<file path="config.mk">
export PLATFORM = sky130hd
export DESIGN_NAME = ti_node_fetch
export DESIGN_NICKNAME = d
export VERILOG_FILES = /design/src/rtl/ti_node_fetch.sv
export SDC_FILE = /design/constraint.sdc
export NUM_CORES = 1
export LEC_CHECK = 0
export ABC_CLOCK_PERIOD_IN_PS = 6600
export BUFFER_PORTS_ARGS = -buffer_cell sky130_fd_sc_hd__buf_2
export CORE_ASPECT_RATIO = 1.5
export CORE_MARGIN = 4
export CORE_UTILIZATION = 50
export CTS_CLUSTER_DIAMETER = 100
export CTS_CLUSTER_SIZE = 20
export DETAILED_ROUTE_END_ITERATION = 8
export PLACE_DENSITY = 0.77
export SYNTH_ARGS = -nofsm -noshare
export SYNTH_HDL_FRONTEND = slang
export SYNTH_SLANG_ARGS = --single-unit
</file>
<file path="constraint.sdc">
create_clock -name clk -period 6.6 [get_ports clk]
set_input_delay 0.33 -clock clk [delete_from_list [all_inputs] [get_ports clk]]
set_output_delay 0.33 -clock clk [all_outputs]
set_load 0.005 [all_outputs]
</file>
<file path="src/rtl/ti_node_fetch.sv">
// ti_node_fetch: turns one {addr, size} fetch into per-word cache reads and
// reassembles the tagged, possibly out-of-order responses into one wide buffer.
module ti_node_fetch #(
   parameter int ADDR_WIDTH      = 32,
   parameter int WORD_WIDTH      = 32,
   parameter int MAX_WORDS       = 12,
   parameter int MAX_OUTSTANDING = 4,
   parameter int TAG_WIDTH       = $clog2(MAX_WORDS) + 1
) (
   input  logic                              clk,
   input  logic                              reset,
   input  logic                              start,
   input  logic [ADDR_WIDTH-1:0]             addr,
   input  logic [$clog2(MAX_WORDS+1)-1:0]    size,
   output logic                              ready,
   output logic [MAX_WORDS*WORD_WIDTH-1:0]   data_out,
   output logic                              valid_out,
   output logic                              mem_req_valid,
   output logic [ADDR_WIDTH-1:0]             mem_req_addr,
   output logic [TAG_WIDTH-1:0]              mem_req_tag,
   input  logic                              mem_req_ready,
   input  logic                              mem_rsp_valid,
   input  logic [WORD_WIDTH-1:0]             mem_rsp_data,
   input  logic [TAG_WIDTH-1:0]              mem_rsp_tag,
   output logic                              mem_rsp_ready
);

   localparam int SIZE_WIDTH = $clog2(MAX_WORDS + 1);
   localparam int SLOT_WIDTH = TAG_WIDTH - 1;
   localparam int OUT_WIDTH  = $clog2(MAX_OUTSTANDING + 1);
   localparam logic [SIZE_WIDTH-1:0] MAX_SIZE = SIZE_WIDTH'(MAX_WORDS);
   localparam logic [OUT_WIDTH-1:0]  MAX_OUT  = OUT_WIDTH'(MAX_OUTSTANDING);

   typedef enum logic [1:0] {IDLE, ISSUE, WAIT, DONE} state_t;
   state_t state, nextState;

   logic [ADDR_WIDTH-1:0] baseAddr;
   logic [SIZE_WIDTH-1:0] sizeReg, issueIdx, recvCount, clampedSize;
   logic [OUT_WIDTH-1:0]  outstanding;
   logic [MAX_WORDS-1:0]  recvMask;
   logic [WORD_WIDTH-1:0] dataWords [MAX_WORDS];
   logic                  epoch;
   logic                  acceptStart, reqFire, lastIssue;
   logic                  rspEpoch, rspCandidate, rspHit;
   logic [SLOT_WIDTH-1:0] rspSlot;

   assign clampedSize   = (size > MAX_SIZE) ? MAX_SIZE : size;
   assign acceptStart   = (state == IDLE) && start;
   assign ready         = (state == IDLE);
   assign valid_out     = (state == DONE);
   assign mem_rsp_ready = 1'b1;

   assign mem_req_valid = (state == ISSUE) && (outstanding < MAX_OUT);
   assign mem_req_addr  = baseAddr + (ADDR_WIDTH'(issueIdx) << 2);
   assign mem_req_tag   = {epoch, SLOT_WIDTH'(issueIdx)};
   assign reqFire       = mem_req_valid && mem_req_ready;
   assign lastIssue     = (issueIdx == sizeReg - SIZE_WIDTH'(1));

   // A response counts only if it belongs to the live fetch: not idle, same epoch, slot in range.
   assign rspEpoch     = mem_rsp_tag[TAG_WIDTH-1];
   assign rspSlot      = mem_rsp_tag[SLOT_WIDTH-1:0];
   assign rspCandidate = mem_rsp_valid && (state != IDLE) && (rspEpoch == epoch)
                         && (SIZE_WIDTH'(rspSlot) < sizeReg);
   assign rspHit       = rspCandidate && !recvMask[rspSlot];

   for (genvar g = 0; g < MAX_WORDS; g++) begin : g_pack
      assign data_out[g*WORD_WIDTH +: WORD_WIDTH] = dataWords[g];
   end

   always_ff @(posedge clk) begin
      if (reset) state <= IDLE;
      else       state <= nextState;
   end

   // NOTE: nextState gets its default before the case so no path can leave it unassigned (no latch).
   always_comb begin
      nextState = state;
      case (state)
         IDLE:  if (start) nextState = (clampedSize == '0) ? DONE : ISSUE;
         ISSUE: if (reqFire && lastIssue) nextState = WAIT;
         WAIT:  if ((recvCount + SIZE_WIDTH'(rspHit)) == sizeReg) nextState = DONE;
         DONE:  nextState = IDLE;
         default: nextState = IDLE;
      endcase
   end

   // NOTE: the word buffer is reset because data_out must read zero straight out of reset.
   always_ff @(posedge clk) begin
      if (reset) begin
         baseAddr    <= '0;
         sizeReg     <= '0;
         issueIdx    <= '0;
         recvCount   <= '0;
         recvMask    <= '0;
         outstanding <= '0;
         epoch       <= 1'b0;
         for (int i = 0; i < MAX_WORDS; i++) dataWords[i] <= '0;
      end else if (acceptStart) begin
         baseAddr  <= addr & ~ADDR_WIDTH'(3);
         sizeReg   <= clampedSize;
         issueIdx  <= '0;
         recvCount <= '0;
         recvMask  <= '0;
         epoch     <= ~epoch;
         for (int i = 0; i < MAX_WORDS; i++) dataWords[i] <= '0;
      end else begin
         if (reqFire) issueIdx <= issueIdx + SIZE_WIDTH'(1);
         if (rspHit) begin
            recvMask[rspSlot]  <= 1'b1;
            dataWords[rspSlot] <= mem_rsp_data;
            recvCount          <= recvCount + SIZE_WIDTH'(1);
         end
         if (reqFire && !rspHit)      outstanding <= outstanding + OUT_WIDTH'(1);
         else if (rspHit && !reqFire) outstanding <= outstanding - OUT_WIDTH'(1);
      end
   end

   // A second response for a slot already filled is a cache protocol violation.
   always_ff @(posedge clk) begin
      if (!reset && rspCandidate) assert (!recvMask[rspSlot]);
   end

endmodule

</file>
==> summary.md <==
| Metric | Value |
|---|---|
| Hold Path Class | primary input to flop |
| Postcts setup bufs | 0 |
| Clk_skew | between 20 and 30 ps |
| Setup TNS | 0 ps |
| Congestion Overflow GR | 0 |
| RSZ-0062 raised after global routing | false |
| Setup CP Type | flop to flop |
| Final setup viols | 0 |
| Cell Chain, Critical Path | inv_1 > ha_1 > and2_1 > nor2_4 > o2111ai_4 > nor2_2 > and2_1 |
| Initial core utilization | about half |
| VDD IR max | ~0.23 mV |
| Post-synth ARST share | 0% |
| Final Instance Area | 21960 sq um |
| Most frequent cells in the layout | buf_2, edfxtp_1, nor2_1 |
| DRC | 0 |
| Pin count of the biggest net entering global routing | 66 |
| Post-DR wirelength/cell | 23.86 um |
| Crit-path leading delay family | simple AND/OR/NAND/NOR gates |
| Clk_lat worst skew | around 570 ps |
| Status | finished, final reports clean |
| Avg Vias per Cell | about 5.4 |
| 1st-pass router iterations | 5 |
| Critical path's largest stage delay | 1120 ps |
| Yosys reg bits | 444 |
| CTS tree | done |
| Drt initial violations | roughly 1300 |
| Nets | about 1900 |
| Longest Clk Path Bufs | 3 |
| Top cell type by total area after synthesis | edfxtp_1 |
| Critical path arrival | around 4200 ps |
| Yosys top cell area share | 64.13% |
| IO buf count | slightly below 500 |
| Leakage | 9.527 nW |
| Syn-to-layout area delta | 22.13% |
| Hold_buf cts | 30 |
| Tot Pwr | between 0.006 and 0.007 W |
| Cts repair resizes | 0 |
| H-tree depth | 1 |
| Yosys Warn Count | 0 |
| Final Util | 62.18% |
| Post-route minimum period | 3818 ps |
| Initial antenna violation count | 1 |
| Antenna viol nets, final | 0 |
| Post-Route WL | 55.21 mm |
| WHS Path Cells | 3 |
| Power per cell area | around 300 nW/um^2 |
| Dpl hpwl | approximately 38 mm |
| All-layer global routing usage | between 20% and 30% |
| Fin crit share | ~58% |
| R2R setup slack | approximately 2800 ps |
| Row count | 84 |
| DIE AREA | around 40000 sq um |
| Vias in the first global route | roughly 12000 |
| Achievable Freq | about 260 MHz |
| CP bufs+invs | 1 |
| Top post-synthesis cells by area | edfxtp_1, dfxtp_1, and3_1, nor2_1, nor2_4 |
| Worst slew margin | between 10% and 20% |
| Yosys cell types | 53 |
| Sequential cell area fraction in the yosys report | between 70% and 80% |
| Ant. Diodes | 0 |
| Startpoint types | flop |
| First-pass GRT wire length | approximately 80 mm |
| Worst Setup SP | state[1] |
| Slowest CP cell | nor2_2 |
| Ports | 503 |
| Hold Vio Cnt, Final | 0 |
| Syn Area/Cell | 13.42 sq um |
| Commonest non-fill, non-tap cell in the layout | buf_2 |
| Clock-pin slew on the worst setup and hold paths | roughly 80 ps |
| CTS sink cnt | about 440 |
| Critical Path End | dataWords[10][5] |
| Mapped Cells | ~1300 |
| Data required time of the worst path | 7020 ps |
| Die W | between 150 and 200 um |
| Total CTS buffers | 26 |
| GP Congestion | between 0.8 and 0.9 |
| Layout cell share with drive strength beyond 1 | 33.79% |
| Slew Limit Fails | 0 |
| Number of fill cells | 2696 |
| Top FF cell, synth | edfxtp_1 |
| Mapped cell area | roughly 18000 sq um |
| Actual slew at the worst max-slew pin | ~1300 ps |
| Critical Path Most Common Cell | and2_1 |
| CP Depth | 7 |
| Number of flops mapped to enable cells by yosys | about 380 |
| Via Count | ~13000 |
| R2R Path End | dataWords[10][5] |
| CTS root buffer | clkbuf_16 |
| Setup crit end kind | flop |
| Worst R2R Start | state[1] |
| Reg2Reg Depth | 7 |
| Max-cap viol count | 0 |
| Critical Path Fanout Max | 32 |
| Area after DPL | 20890 sq um |
| Core ar. | about 35000 sq um |
| Chip height | around 240 um |
==> synth_stat cells, drive strengths merged, types with 14 or more instances <==
cell type  instances
and2              68
nand3             14
and3             130
o21ai             20
clkbuf            70
xnor2             25
inv               16
a21oi             41
nand2            147
buf               19
ha                17
dfxtp             60
edfxtp           384
xor2              23
nor2             217
==> how the worst min path moves through the flow <==
stage	from	slack, ps	endpoint
2_1_floorplan	recvMask[2]	420	recvMask[2]
3_3_place_gp	recvMask[2]	440	recvMask[2]
3_5_place_dp	recvMask[2]	450	recvMask[2]
4_1_cts	addr[30]	0.3	baseAddr[30]
5_1_grt	addr[30]	30	baseAddr[30]
6_report	addr[30]	20	baseAddr[30]
==> final cells by class <==
class / count / area (sq um) / share of cell area, %
Tap cell: 473 / 591.8 / 2.695
Multi-Input combinational cell: 792 / 4915 / 22.38
Timing Repair Buffer: 541 / 2893 / 13.17
Clock inverter: 1 / 16.27 / 0.07407
Inverter: 16 / 60.06 / 0.2735
Clock buffer: 47 / 750.7 / 3.419
Sequential cell: 444 / 12730 / 57.98
==> stage by stage <==
step / cells / setup WS (ps) / hold WS (ps)
finish: 2314 / 2782 / 21.62
global route: 2314 / 2572 / 33.00
CTS: 2314 / 2755 / 0.2776
detailed placement: 2236 / 2678 / 447.7
global placement: 2236 / 2750 / 435.6
floorplan: 1341 / 2002 / 420.3
==> flip-flops by register name (all words and copies together) (netlist names) <==
| name | count |
|---|---|
| dataWords | 384 |
| baseAddr | 30 |
| recvMask | 12 |
| issueIdx | 4 |
| recvCount | 4 |
| sizeReg | 4 |
| outstanding | 3 |
| state | 2 |
| epoch | 1 |
==> per-layer routing <==
layer	global-route usage [%]	wire length (um)	share of wire, %
met1	31.59	18560	34
met2	47.13	28050	51
met3	5.145	5341	9.7
met4	14.01	3260	5.9
met5	0	0	0
==> worst min-delay path: cells and delay by family <==
kind | cells | cell delay [ps]
and+or+nand+nor | 1 | 50
AOI/OAI and AO/OA | 1 | 50
buffers and inverters | 1 | 110
==> power breakdown <==
group | switching [W] | internal [W] | leakage [nW]
combinational | 0.000840 | 0.000425 | 4.53
sequential | 0.000156 | 0.00354 | 4.63
clock | 0.000890 | 0.000777 | 0.364
==> cell families after synthesis <==
logic type / synth area share, %
flip-flops: 70.81
AO/OA/AOI/OAI: 3.013
other: 0.04177
buffers and inverters: 2.825
XOR/XNOR: 2.338
AND/OR/NAND/NOR: 19.20
multiplexers: 0.3619
adder cells (fa/ha/maj): 1.406
(Power assumes the default switching activity.)
